**config.mk**
```make
export PLATFORM = sky130hd
export DESIGN_NAME = uart_tx_queue
export DESIGN_NICKNAME = d
export VERILOG_FILES = /design/src/rtl/uart_tx_queue.sv
export SDC_FILE = /design/constraint.sdc
export NUM_CORES = 1
export LEC_CHECK = 0
export ABC_AREA = 0
export CAP_MARGIN = 20
export CORE_MARGIN = 2
export CORE_UTILIZATION = 45
export DETAILED_ROUTE_END_ITERATION = 8
export GPL_ROUTABILITY_DRIVEN = 0
export MAX_ROUTING_LAYER = met4
export PLACE_DENSITY = 0.67
export REMOVE_ABC_BUFFERS = 1
export SLEW_MARGIN = 20
export SYNTH_ARGS = -nofsm -noshare
export SYNTH_HDL_FRONTEND = slang
export SYNTH_SLANG_ARGS = --single-unit
```
**constraint.sdc**
```tcl
create_clock -name clk -period 2.4 [get_ports clk]
set_input_delay 0.48 -clock clk [delete_from_list [all_inputs] [get_ports clk]]
set_output_delay 0.48 -clock clk [all_outputs]
set_load 0.05 [all_outputs]
```
**src/rtl/uart_tx_queue.sv**
```systemverilog
// Byte queue and launch sequencer in front of a UART transmitter.
// Producers push bytes at any rate. The sequencer issues one registered trmt pulse
// per byte and then waits for a rising edge on the transmitter's sticky tx_done.
module uart_tx_queue #(
    parameter int DEPTH = 8,
    parameter int AW    = 3
) (
    input  logic          clk,
    input  logic          rst,
    input  logic          wr_en,
    input  logic [7:0]    wr_data,
    output logic          full,
    output logic          empty,
    output logic [AW:0]   count,
    output logic          overflow,
    input  logic          clr_ovf,
    output logic          trmt,
    output logic [7:0]    tx_data,
    input  logic          tx_done,
    output logic          busy
);

    localparam logic [AW:0] DEPTH_C = (AW+1)'(DEPTH);

    typedef enum logic [1:0] {
        IDLE   = 2'd0,
        LAUNCH = 2'd1,
        WAIT   = 2'd2
    } state_t;

    state_t         state;
    state_t         state_nxt;
    logic [7:0]     mem [DEPTH];
    logic [AW-1:0]  wptr;
    logic [AW-1:0]  rptr;
    logic           tx_done_q;
    logic           done_rise;
    logic           pop;
    logic           push;
    logic           drop;

    // Occupancy update, clamped so the count can never leave 0..DEPTH.
    function automatic logic [AW:0] count_step(input logic [AW:0] cur,
                                               input logic inc,
                                               input logic dec);
        logic [AW:0] res;
        res = cur;
        if (inc && !dec && cur != DEPTH_C) begin
            res = cur + (AW+1)'(1);
        end else if (dec && !inc && cur != '0) begin
            res = cur - (AW+1)'(1);
        end
        return res;
    endfunction

    assign full      = (count == DEPTH_C);
    assign empty     = (count == '0);
    assign done_rise = tx_done & ~tx_done_q;
    // The sequencer only enters LAUNCH with data queued; the guard keeps pop safe anyway.
    assign pop       = (state == LAUNCH) & ~empty;
    // A pop in the same cycle frees a slot, so a push into a full queue is still taken.
    assign push      = wr_en & (~full | pop);
    assign drop      = wr_en & full & ~pop;
    assign busy      = (state != IDLE) | ~empty;

    // Storage array: data only, no reset needed.
    always_ff @(posedge clk) begin
        if (push) begin
            mem[wptr] <= wr_data;
        end
    end

    // Pointers and occupancy; pointers wrap naturally since DEPTH is a power of two.
    always_ff @(posedge clk or posedge rst) begin
        if (rst) begin
            wptr  <= '0;
            rptr  <= '0;
            count <= '0;
        end else begin
            if (push) begin
                wptr <= wptr + AW'(1);
            end
            if (pop) begin
                rptr <= rptr + AW'(1);
            end
            count <= count_step(count, push, pop);
        end
    end

    // Sticky overflow flag; a new drop wins over a simultaneous clear.
    always_ff @(posedge clk or posedge rst) begin
        if (rst) begin
            overflow <= 1'b0;
        end else if (drop) begin
            overflow <= 1'b1;
        end else if (clr_ovf) begin
            overflow <= 1'b0;
        end
    end

    // Delayed copy of tx_done so only its rising edge releases the sequencer.
    always_ff @(posedge clk or posedge rst) begin
        if (rst) begin
            tx_done_q <= 1'b0;
        end else begin
            tx_done_q <= tx_done;
        end
    end

    // Launch outputs: byte captured on pop, trmt pulses the cycle after the pop.
    always_ff @(posedge clk or posedge rst) begin
        if (rst) begin
            tx_data <= 8'hFF;
            trmt    <= 1'b0;
        end else begin
            trmt <= pop;
            if (pop) begin
                tx_data <= mem[rptr];
            end
        end
    end

    // Sequencer state register.
    always_ff @(posedge clk or posedge rst) begin
        if (rst) begin
            state <= IDLE;
        end else begin
            state <= state_nxt;
        end
    end

    // Sequencer next-state: launch when data waits, then hold until the frame completes.
    always_comb begin
        state_nxt = state;
        case (state)
            IDLE: begin
                if (!empty) begin
                    state_nxt = LAUNCH;
                end
            end
            LAUNCH: begin
                state_nxt = WAIT;
            end
            WAIT: begin
                if (done_rise) begin
                    state_nxt = IDLE;
                end
            end
            default: begin
                state_nxt = IDLE;
            end
        endcase
    end

endmodule
```
==> impl_metrics.tcl, run 1 <==
set metrics [dict create \
    finalCriticalPeriod_ns 2.34 \
    pwr-share-comb_pct 42.8 \
    dp.cells 377 \
    finalInstanceArea_um2 4420 \
    most-common-layout-cells "edfxtp_1, mux2i_1, clkdlybuf4s50_1" \
    clock-sinks 87 \
    clkLatencyLatePin_ns 0.35 \
    vias 2007 \
    grt_first_pass_wirelength_um 10400 \
    cp.required_ns 1.92 \
    arrival_ns 1.86 \
    cts_tree "yes" \
    path_class "reg -> out" \
    place_area_um2 4120 \
    die_y_um 93.2 \
    synth_seq_cells 87 \
    root_buffer "clkbuf_8" \
    final_common_cell "edfxtp_1" \
    finalClockSkew_ns 0.00780 \
    overflow 0 \
    ys.warnings.count 0 \
    dr.pass1.iters 4 \
    cp_max_fo 3 \
    htree_levels 3 \
    netlist_area_um2 3580 \
    worst_ir_drop_vdd_mv 0.563 \
    grt_pass1_vias 1976 \
    seqPwrFrac_pct 36.9 \
    whs_ns 0.458 \
    grt_usage_pct 17.0 \
    nets 306 \
    final_hold_viol_count 0 \
    drc 0 \
    start_util_pct 46.3 \
    area_delta_synth_final_pct 23.4 \
    maxSlewViolCount 0 \
    finalCritPeriodShare_pct 97.4 \
    cts_buffers 9 \
    post_route_cells_drive_above_1_share_pct 22.9 \
    fmax_mhz 428 \
    power.clock.fraction_pct 20.2 \
    ys_seq_area_share_pct 70.1 \
    min_path_type "reg -> reg" \
    io_buffer_count 29 \
    tightest_slew_ns 0.740 \
    utilization_pct 57.1 \
    antenna_found_initial 0 \
    slew-limit-headroom_pct 50.6 \
    grt_max_degree 35 \
    routedWlPerCell_um 16.9 \
    drtIter0Drc 75 \
    n_antenna_cell 0 \
    p_int_mw 3.75 \
    postSynthCellCount 235 \
    syn_area_per_cell_um2 15.2 \
    cts_hold_buf 0 \
    hpwl_um 4370 \
    dieArea_um2 8680 \
    core-area_um2 7730 \
    cp-end-kind "output port" \
    die_w_um 93.2 \
    critPathLaunchType "flop" \
    via_per_inst 5.08 \
    ant_nets 0 \
    power_density_nw_per_um2 1350 \
    rsz0062_at_grt "false" \
    p_switching_mw 2.20 \
    boundaryPins 30 \
    setup_viol 0 \
    p_leak_nw 1.69 \
    swShare_pct 37.0 \
    clockBufferDepth 2 \
    fp-row-count 32 \
    drt_wl_total_um 6680 \
    maxCapViolCount 0 \
    power.total_mw 5.96 \
    finalNonFillerCells 395 \
    ys_types 39 \
    status "completed" \
    cts.clk_slew.worst_paths_ns 0.09 \
]
[per-stage QoR]
step | TNS, ns | setup slack, ns
6_report | 0 | 0.0631
5_1_grt | 0 | 0.00518
4_1_cts | 0 | 0.0148
3_5_place_dp | -0.0515 | -0.0515
3_3_place_gp | 0 | 0.0284
2_1_floorplan | -0.392 | -0.322
[cell type report]
cell class,instances,area (um2)
Multi-Input combinational cell,133,1030
Inverter,5,23.8
Tap cell,102,128
Fill cell,624,3310
Clock inverter,7,120
Timing Repair Buffer,52,484
Sequential cell,87,2510
Clock buffer,9,124
[synthesized netlist by cell type]
cell type  number  area [um2]
clkbuf_1        1        3.75
nand3_1        11        55.1
inv_1           2        7.51
fa_1            1        20.0
mux2i_1        33         330
xor2_1          3        26.3
nor2_1          5        18.8
inv_2           2        7.51
clkinv_4        1        8.76
o211ai_4        1        21.3
ha_1            4        50.1
and2_1          1        6.26
a21oi_1         2        10.0
nand2_1        24        90.1
or3_1           1        6.26
nor2b_1         3        18.8
buf_4           1        7.51
nor3_1          5        25.0
a32o_1          1        10.0
o21ai_0         2        10.0
edfxtp_1       64        1920
o31ai_1         1        7.51
or3b_2          1        8.76
or4_4           1        11.3
dfstp_2         8         210
a21o_1          1        7.51
dfrtp_1        15         375
xnor2_1         4        35.0
or3_4           1        11.3
a22oi_1        16         120
nand2_2         3        18.8
buf_1           3        11.3
mux2_1          1        11.3
or4b_4          1        13.8
mux2i_4         1        22.5
nand2b_1        3        18.8
o22ai_1         1        6.26
nand2b_2        1        8.76
buf_2           5        25.0
[power groups by stage]
stage          clock (mW)  combinational, mW  sequential, mW
3_5_place_dp            0               2.45            2.23
2_1_floorplan           0               1.14            2.74
4_1_cts              1.23               2.48            2.20
5_1_grt              1.28               2.75            2.24
3_3_place_gp            0               2.43            2.22
6_report             1.21               2.55            2.20
[flip-flops by register name, indices dropped and copies added (netlist names)]
name and cells:
trmt 1, overflow 1, count 4, rptr 3
wptr 3, tx_data 8, mem 64, state 2
tx_done_q 1
[path summary, 6_finish.rpt]
check / slack (ns) / cells past startpoint / startpoint / end
worst max-delay path: 0.06 / 3 / count[2] / busy
worst min-delay path: 0.46 / 2 / tx_data[4] / tx_data[4]
worst min register to register: 0.46 / 2 / tx_data[4] / tx_data[4]
worst max register to register: 0.07 / 8 / count[2] / count[3]
min in group asynchronous: 0.48 / 3 / rst / count[2]
max in group asynchronous: 1.63 / 3 / rst / tx_data[2]
[worst max-delay path: stages (launching register included)]
cell,delay (ns)
dfrtp_1,0.41
or4_4,0.58
or3_1,0.32
buf_4,0.19
[logic make-up after synthesis]
family	Yosys count	share of synthesized area [%]
AO/OA/AOI/OAI	25	5.39
XOR/XNOR	7	1.71
adder cells (fa/ha/maj)	5	1.96
buffers and inverters	15	1.99
flip-flops	87	70.1
multiplexers	35	10.2
AND/OR/NAND/NOR	61	8.71
[repair_timing]
| action | 4_1_cts | 5_1_grt |
|---|---|---|
| pin swaps | 0 | 3 |
| setup buffers | 0 | 2 |
| gates resized for setup | 1 | 6 |
| setup endpoints to repair | 1 | 2 |
| cloned | 0 | 0 |
[routing by layer]
metal	up-vias	wire (um)	GRT usage, %	share of wire (%)
li1	984	-	-	-
met1	980	3030	21.1	45
met2	32	3360	27.3	50
met3	11	148	3.06	2.2
met4	0	143	8.09	2.1
met5	-	0	-	0
No activity file was read; power rests on OpenSTA's default activity.
==> run 2: changes to the inputs <==
--- a/config.mk
+++ b/config.mk
@@ -10,9 +10,8 @@
 export CORE_MARGIN = 2
 export CORE_UTILIZATION = 45
 export DETAILED_ROUTE_END_ITERATION = 8
-export GPL_ROUTABILITY_DRIVEN = 0
+export DONT_BUFFER_PORTS = 1
 export MAX_ROUTING_LAYER = met4
-export PLACE_DENSITY = 0.67
 export REMOVE_ABC_BUFFERS = 1
 export SLEW_MARGIN = 20
 export SYNTH_ARGS = -nofsm -noshare
==> run 2 against run 1 <==
Net effect:
- register-to-register slack better by 0.03 ns
- maximum frequency is 0.13% lower
- utilization down 5.2 points
- final area is 9.2% lower
- critical path type unchanged
- largest cell class unchanged
- highest routed layer unchanged
==> impl_metrics.tcl, run 2 (synthesis results as in run 1) <==
set metrics [dict create \
    grt_pass1_vias 1943 \
    gp_congestion 0.741 \
    area_delta_synth_final_pct 12.1 \
    fmax_mhz 427 \
    root_buffer "clkbuf_8" \
    n_antenna_cell 0 \
    fp-row-count 32 \
    setup_viol 0 \
    worst-path-stages 3 \
    finalCritPeriodShare_pct 97.5 \
    clockBufferDepth 2 \
    grt_max_degree 21 \
    critPathLaunchType "flop" \
    largestRegisters "mem (64), tx_data (8), count (4)" \
    crit_family "simple AND/OR/NAND/NOR gates" \
    arrival_ns 1.86 \
    vias 1938 \
    cts_tree "yes" \
    start_util_pct 46.3 \
    dr.pass1.iters 4 \
    n_fill_cell 652 \
    power.total_mw 5.47 \
    multi_input_area_um2 1000 \
    final_hold_viol_count 0 \
    rr_worst_depth 8 \
    path_buf_inv 1 \
    tightest_slew_ns 0.894 \
    slew-limit-headroom_pct 40.2 \
    io_buffer_count 0 \
    swShare_pct 38.6 \
    power_density_nw_per_um2 1360 \
    die_w_um 93.2 \
    largest_register "mem" \
    finalClockSkew_ns 0.00509 \
    seqPwrFrac_pct 47.3 \
    min_path_type "in -> async" \
    path_class "reg -> out" \
    cts.clk_slew.worst_paths_ns 0.08 \
    most-common-layout-cells "edfxtp_1, mux2i_1, nand2_1" \
    dieArea_um2 8680 \
    antenna_found_initial 0 \
    finalCriticalPeriod_ns 2.34 \
    overflow 0 \
    htree_levels 3 \
    max_stage_delay_ns 0.58 \
    crit_path_start "count[0]" \
    core-area_um2 7730 \
    cts-resized-gates 1 \
    setup_ws_ns 0.0601 \
    drt_wl_total_um 6530 \
    hpwl_um 4120 \
    cp_cell_sequence "or4_4, or3_1, buf_4" \
    whs_ns 0.149 \
    routedWlPerCell_um 18.1 \
    p_leak_nw 1.52 \
    grt_first_pass_wirelength_um 10400 \
    grt_usage_pct 17.2 \
    cts_hold_buf 0 \
    p_switching_mw 2.11 \
    via_per_inst 5.37 \
    maxSlewViolCount 0 \
    drtIter0Drc 99 \
    pre_cts_slack_ns 0.0222 \
    worst_ir_drop_vdd_mv 0.481 \
    largest_reg_flops 64 \
    cp.required_ns 1.92 \
    clkLatencyLatePin_ns 0.35 \
    cp_max_fo 3 \
    post_cts_buffers 0 \
    nets 272 \
    cts_buffers 9 \
    post_route_cells_drive_above_1_share_pct 21.2 \
    seq_area_um2 2510 \
    r2r-start "count[0]" \
    rsz0062_at_grt "false" \
    p_int_mw 3.36 \
    boundaryPins 30 \
    crit_slowest_cell "or4_4" \
    drc 0 \
    power.clock.fraction_pct 19.8 \
    ant_nets 0 \
    status "completed" \
    cp-end-kind "output port" \
    maxCapViolCount 0 \
    pwr-share-comb_pct 33.0 \
    clock-sinks 87 \
    final_common_cell "edfxtp_1" \
    setup-tns-final_ns 0 \
    die_y_um 93.2 \
]
## run 2: final cells by class
cell class	instances	share of cell area (%)
Clock buffer	10	3.18
Clock inverter	6	2.12
Inverter	5	0.593
Multi-Input combinational cell	133	25.0
Sequential cell	87	62.5
Tap cell	102	3.18
Timing Repair Buffer	18	3.37
## run 2: through the flow
stage | util (%) | cell area, um2 | instances
5_1_grt | 51.9 | 4010 | 361
4_1_cts | 51.9 | 4010 | 361
6_report | 51.9 | 4010 | 361
2_1_floorplan | - | 3530 | 225
3_3_place_gp | 49.1 | 3790 | 345
3_5_place_dp | 49.1 | 3790 | 345
## run 2: worst paths after layout
path	end	slack [ns]
worst min-delay path	rptr[0]	0.15
worst max-delay path	busy	0.06
min in group clk	tx_done_q	0.15
worst min register to register	state[0]	0.47
worst max register to register	count[3]	0.10
max in group asynchronous	tx_data[4]	1.59
## run 2: power by group through the flow
stage | Clock (mW) | Sequential (mW) | Combinational, mW
after floorplan | 0 | 2.74 | 1.14
after global routing | 1.17 | 2.64 | 1.99
after detailed placement | 0 | 2.62 | 1.82
after global placement | 0 | 2.61 | 1.80
after CTS | 1.10 | 2.59 | 1.84
final | 1.08 | 2.59 | 1.80
## run 2: routing by layer
layer	GRT usage (%)	part of all wire, %	vias up
met5	-	0	-
met4	6.13	1.4	0
met3	4.75	5.3	10
met2	26.3	49	43
met1	22.3	45	971
li1	-	-	914
